File: src/rtl/vga_pkg.sv
// Shared video types and constants for the sprite compositing pipeline.
// palette_color() defines the fixed 16-entry sprite palette; wider indices wrap.
package vga_pkg;

  typedef logic [23:0] color_t;  // R [23:16], G [15:8], B [7:0]

  localparam color_t TRANSPARENT_KEY_DEF = 24'hF442EE;
  localparam color_t BG_COLOR_DEF        = 24'h0000F0;
  localparam int     PIPE_LAT            = 3;

  function automatic color_t palette_color(input int unsigned idx);
    case (idx % 16)
      0:       return 24'h000000;
      1:       return 24'hFFFFFF;
      2:       return 24'hF442EE;
      3:       return 24'hFF0000;
      4:       return 24'h0000FF;
      5:       return 24'h00FF00;
      6:       return 24'hFFFF00;
      7:       return 24'h00FFFF;
      8:       return 24'hFF00FF;
      9:       return 24'h808080;
      10:      return 24'h804000;
      11:      return 24'h408000;
      12:      return 24'h004080;
      13:      return 24'hC0C0C0;
      14:      return 24'h102030;
      15:      return 24'hF442EE;
      default: return 24'h000000;
    endcase
  endfunction

endpackage

File: src/rtl/palette_lut.sv
// Synchronous single-read-port palette ROM, 2^INDEX_W x 24, one-cycle read latency.
module palette_lut
  import vga_pkg::*;
#(
  parameter int INDEX_W = 4
) (
  input  logic               clk,
  input  logic               rst_n,
  input  logic [INDEX_W-1:0] index,
  output color_t             color
);

  color_t rom [2**INDEX_W];

  for (genvar gi = 0; gi < 2**INDEX_W; gi++) begin : g_rom
    assign rom[gi] = palette_color(gi);
  end

  always_ff @(posedge clk or negedge rst_n) begin
    if (!rst_n) color <= '0;
    else        color <= rom[index];
  end

endmodule

File: src/rtl/sprite_compositor.sv
// Three-stage sprite compositor: input register, per-layer palette lookup,
// then priority select, blanking and sticky per-frame collision detection.
module sprite_compositor
  import vga_pkg::*;
#(
  parameter int     NUM_LAYERS      = 2,
  parameter int     INDEX_W         = 4,
  parameter color_t TRANSPARENT_KEY = TRANSPARENT_KEY_DEF,
  parameter color_t BG_COLOR        = BG_COLOR_DEF
) (
  input  logic                          Clk,
  input  logic                          Reset_n,
  input  logic [NUM_LAYERS-1:0]         layer_valid,
  input  logic [NUM_LAYERS*INDEX_W-1:0] layer_index,
  input  logic                          blank,
  input  logic                          frame_start,
  output logic [7:0]                    VGA_R,
  output logic [7:0]                    VGA_G,
  output logic [7:0]                    VGA_B,
  output logic                          pix_valid,
  output logic [NUM_LAYERS-1:0]         collision_mask,
  output logic                          collision_any
);

  // live bits track real pixels so post-reset garbage never reaches pix_valid
  logic                          s1_live;
  logic [NUM_LAYERS-1:0]         s1_valid;
  logic [NUM_LAYERS*INDEX_W-1:0] s1_index;
  logic                          s1_blank;
  logic                          s1_fs;

  logic                  s2_live;
  logic [NUM_LAYERS-1:0] s2_valid;
  logic                  s2_blank;
  logic                  s2_fs;
  color_t                s2_color [NUM_LAYERS];

  logic [NUM_LAYERS-1:0] opaque;
  logic [NUM_LAYERS-1:0] hit_mask;
  logic [3:0]            opaque_cnt;
  logic                  collide;
  color_t                sel_color;
  color_t                out_color;

  always_ff @(posedge Clk or negedge Reset_n) begin
    if (!Reset_n) begin
      s1_live  <= 1'b0;
      s1_valid <= '0;
      s1_index <= '0;
      s1_blank <= 1'b0;
      s1_fs    <= 1'b0;
      s2_live  <= 1'b0;
      s2_valid <= '0;
      s2_blank <= 1'b0;
      s2_fs    <= 1'b0;
    end else begin
      s1_live  <= 1'b1;
      s1_valid <= layer_valid;
      s1_index <= layer_index;
      s1_blank <= blank;
      s1_fs    <= frame_start;
      s2_live  <= s1_live;
      s2_valid <= s1_valid;
      s2_blank <= s1_blank;
      s2_fs    <= s1_fs;
    end
  end

  for (genvar gi = 0; gi < NUM_LAYERS; gi++) begin : g_layer
    palette_lut #(.INDEX_W(INDEX_W)) u_lut (
      .clk   (Clk),
      .rst_n (Reset_n),
      .index (s1_index[gi*INDEX_W +: INDEX_W]),
      .color (s2_color[gi])
    );
    assign opaque[gi] = s2_valid[gi] && (s2_color[gi] != TRANSPARENT_KEY);
  end

  // Walk from lowest to highest priority so layer 0 wins last.
  always_comb begin
    sel_color = BG_COLOR;
    for (int i = NUM_LAYERS - 1; i >= 0; i--) begin
      if (opaque[i]) sel_color = s2_color[i];
    end
  end

  always_comb begin
    opaque_cnt = '0;
    for (int i = 0; i < NUM_LAYERS; i++) begin
      opaque_cnt = opaque_cnt + 4'(opaque[i]);
    end
  end

  assign collide  = s2_live && !s2_blank && (opaque_cnt >= 4'd2);
  assign hit_mask = collide ? opaque : '0;

  always_ff @(posedge Clk or negedge Reset_n) begin
    if (!Reset_n) begin
      out_color      <= '0;
      pix_valid      <= 1'b0;
      collision_mask <= '0;
    end else if (s2_live) begin
      out_color      <= s2_blank ? '0 : sel_color;
      pix_valid      <= !s2_blank;
      // frame start reloads with this pixel's own hits rather than clearing
      collision_mask <= s2_fs ? hit_mask : (collision_mask | hit_mask);
    end else begin
      out_color <= '0;
      pix_valid <= 1'b0;
    end
  end

  assign VGA_R         = out_color[23:16];
  assign VGA_G         = out_color[15:8];
  assign VGA_B         = out_color[7:0];
  assign collision_any = |collision_mask;

endmodule

File: config.mk
export PLATFORM = sky130hd
export DESIGN_NAME = sprite_compositor
export DESIGN_NICKNAME = d
export VERILOG_FILES = /design/src/rtl/vga_pkg.sv /design/src/rtl/palette_lut.sv /design/src/rtl/sprite_compositor.sv
export SDC_FILE = /design/constraint.sdc
export NUM_CORES = 1
export LEC_CHECK = 0
export ABC_AREA = 1
export BUFFER_PORTS_ARGS = -buffer_cell sky130_fd_sc_hd__buf_2
export CORE_MARGIN = 2
export CORE_UTILIZATION = 35
export CTS_BUF_LIST = sky130_fd_sc_hd__clkbuf_4 sky130_fd_sc_hd__clkbuf_8 sky130_fd_sc_hd__clkbuf_16
export CTS_CLUSTER_DIAMETER = 50
export CTS_CLUSTER_SIZE = 12
export DETAILED_ROUTE_END_ITERATION = 10
export SLEW_MARGIN = 5
export SYNTH_ARGS = -nofsm -noshare
export SYNTH_HDL_FRONTEND = slang
export SYNTH_SLANG_ARGS = --single-unit
File: constraint.sdc
create_clock -name Clk -period 1.75 [get_ports Clk]
set_input_delay 0.175 -clock Clk [delete_from_list [all_inputs] [get_ports Clk]]
set_output_delay 0.175 -clock Clk [all_outputs]
set_load 0.01 [all_outputs]
==> results.md <==
* Distinct cells, synth at 24
* Final WL at ~5400 um
* DP HPWL at between 4000 and 5000 um
* Routed via count at ~2100
* Max-Cap Viols at 0
* Initial antenna violation count at 0
* Combinational share of power at 10.6%
* Number of remaining DRC errors at 0
* Synth top cells by count: 69 x dfrtp_1, 41 x nand2_1, 40 x inv_1, 31 x nand3_1, 31 x nor2_1
* EDFF count, synth at 0
* First-pass GRT wire length at just over 9000 um
* Status: complete, no violations
* Endpoints failing setup at 0
* Fraction of registers with async set/reset at 100.0%
* Vias in the first global route at roughly 2000
* CTS tree: built
* Nets at 391
* Leakage at around 1.9 nW
* Initial core utilization at between 30 and 40%
* Final hold violation count at 0
* Vias/cell at 4.408
* Io pins at 42
* Die area at 9452 um^2
* Die W at approximately 97 um
* CTS max path bufs at 2
* Largest net degree at the start of global routing at 70
* Synth area leaders: dfrtp_1 57%, ha_1 5.8%, nand3_1 5.1%, nand2_1 5.1%, inv_1 4.9%
* Finished Core Util at roughly two fifths
* Drt first pass iters at 4
* Hold crit path type: register to register
* Worst slack at placement at between 0.2 and 0.25 ns
* GR Overflow Total at 0
* Clock latency on the worst-skew pair at roughly 0.34 ns
* Port-buffer cells at between 40 and 50
* CP max FO at 6
* Synth Warn # at 0
* Synth Flop Type: dfrtp_1
* Crit path DAT at roughly 1.8 ns
* GP Congestion at just under 0.9
* Top cell type's share of synthesized area at 56.77%
* Clock Sinks at 69
* # diodes at 0
* Clock Skews at approximately 0.0090 ns
* Max Fclk at roughly 640 MHz
* Most numerous cell in the Yosys netlist: dfrtp_1
* Root Driver: clkbuf_8
* Sequential-to-total area share from yosys stat at a little under three fifths
* 1st-iter DRT viols at between 80 and 90
* Pwr dens at 922.7 nW/um^2
* Layout cells sized above 1 at 21.53%
* CTS Buf Count at 9
* Synth area leader: dfrtp_1
* Sw Ratio at approximately 25%
* Max Slew Vio Count at 0
* Setup tns final at 0 ns
* Synthesis-to-finish area growth at 18.26%
* Crit share post-route at between 80% and 90%
* Die height at about 97 um
* Clock-pin slew on the worst setup and hold paths at roughly 0.07 ns
* Avg Inst Size Synth at just under 10 um^2
* Number of fill cells at between 800 and 900
* Antenna violation net count after detailed routing at 0
* Drt wl/cell at 11.35 um
* Register bit count reported by yosys at between 60 and 70
* Core Box Area at around 8600 um^2
* Critical path class: register to register
* Syn Std Cell Area at between 3000 and 4000 um^2
* RSZ-0062 raised after global routing: false
* # rows at 34
* # Post-CTS Setup Buffers at 0
* P_sw at 817.8 uW
* Fin worst setup slack at ~0.18 ns
* Critical path launch point type: register
* Sequential share of power at a little over half
* Power share of the clock group at 35.6%
* CP endpoint kind: register
* Req. time, crit path at approximately 2.0 ns
* H-tree depth at 3
* Tmin final at around 1.6 ns
* Max VDD drop at 294.3 uV
* Total GRT Usage at approximately an eighth
* Worst hold slack at ~0.35 ns
* P_int at between 2 and 3 mW
* Cells after synthesis at 314
* Synth Net Count at around 340
## cell type report
| class | instances | area [um^2] | share of cell area (%) |
|---|---|---|---|
| Clock inverter | 1 | 5.005 | 0.1391 |
| Inverter | 42 | 157.7 | 4.383 |
| Clock buffer | 14 | 180.2 | 5.009 |
| Multi-Input combinational cell | 186 | 1037 | 28.83 |
| Tap cell | 108 | 135.1 | 3.757 |
| Timing Repair Buffer | 55 | 355.3 | 9.878 |
| Sequential cell | 69 | 1727 | 48.00 |
## worst paths after layout
path                             startpoint                         end  slack [ns]  cells after the start
max in group asynchronous           Reset_n  g_layer[1].u_lut.color[12]        1.09                      3
min in group asynchronous           Reset_n  g_layer[0].u_lut.color[22]        0.37                      3
worst min-delay path                  s1_fs                       s2_fs        0.35                      0
worst min register to register        s1_fs                       s2_fs        0.35                      0
worst max register to register  s1_index[0]   g_layer[0].u_lut.color[6]        0.18                      7
worst max-delay path            s1_index[0]   g_layer[0].u_lut.color[6]        0.18                      7
## state kept, by name (all words and copies together) (netlist names), 2 cells and up
| signal | count |
|---|---|
| collision_mask | 2 |
| g_layer.u_lut.color | 32 |
| out_color | 16 |
| s1_index | 8 |
| s1_valid | 2 |
| s2_valid | 2 |
## worst max-delay path, stage by stage (launching register included)
cell	delay, ns
dfrtp_1	0.43
inv_1	0.15
ha_1	0.35
inv_1	0.06
nor2_1	0.04
o21ai_1	0.17
and2_1	0.17
o21ai_1	0.07
## routing by layer
| layer | GRT usage (%) | share of wire (%) | up-vias |
|---|---|---|---|
| met5 | 0 | 0 | - |
| met4 | 5.769 | 1.6 | 0 |
| met3 | 3.741 | 5.8 | 10 |
| met2 | 18.75 | 46 | 57 |
| met1 | 16.82 | 47 | 938 |
| li1 | - | - | 1089 |
## metrics by stage
stage | total power [mW] | area (um^2) | instances
2_1_floorplan | 2.020 | 3042 | 314
3_3_place_gp | 2.146 | 3282 | 447
3_5_place_dp | 2.152 | 3282 | 447
4_1_cts | 3.391 | 3597 | 475
5_1_grt | 3.524 | 3597 | 475
6_report | 3.319 | 3597 | 475
## cells by family (layout without fill, tap and decap cells)
logic type / after synthesis / after routing / share of synthesized area, %
AO/OA/AOI/OAI: 45 / 45 / 8.762
adder cells (fa/ha/maj): 14 / 14 / 5.759
buffers and inverters: 59 / 112 / 9.132
flip-flops: 69 / 69 / 56.77
other: 1 / 1 / 0.1233
AND/OR/NAND/NOR: 126 / 126 / 19.46
## power groups by stage
stage	combinational [mW]	clock [mW]	sequential, mW
5_1_grt	0.407	1.32	1.80
3_5_place_dp	0.335	0	1.82
6_report	0.351	1.18	1.79
3_3_place_gp	0.332	0	1.81
2_1_floorplan	0.224	0	1.80
4_1_cts	0.358	1.25	1.79
## cells in the final DEF (no fill, tap or decap), drive strengths merged, types with 2 or more instances in the layout
cell type / instances
dfrtp: 69
inv: 42
nand4: 10
ha: 14
nor2: 36
a21oi: 8
nand2: 45
o21bai: 2
o22ai: 2
nand3: 33
dlygate4sd3: 13
buf: 42
and2: 2
clkbuf: 14
o21ai: 33
## repair_timing
item | 4_1_cts | 5_1_grt
hold buffers | 13 | 0
endpoints found under the hold margin | 81 | 0
resized for setup | 0 | 0
Power figures use the tool's default switching activity.
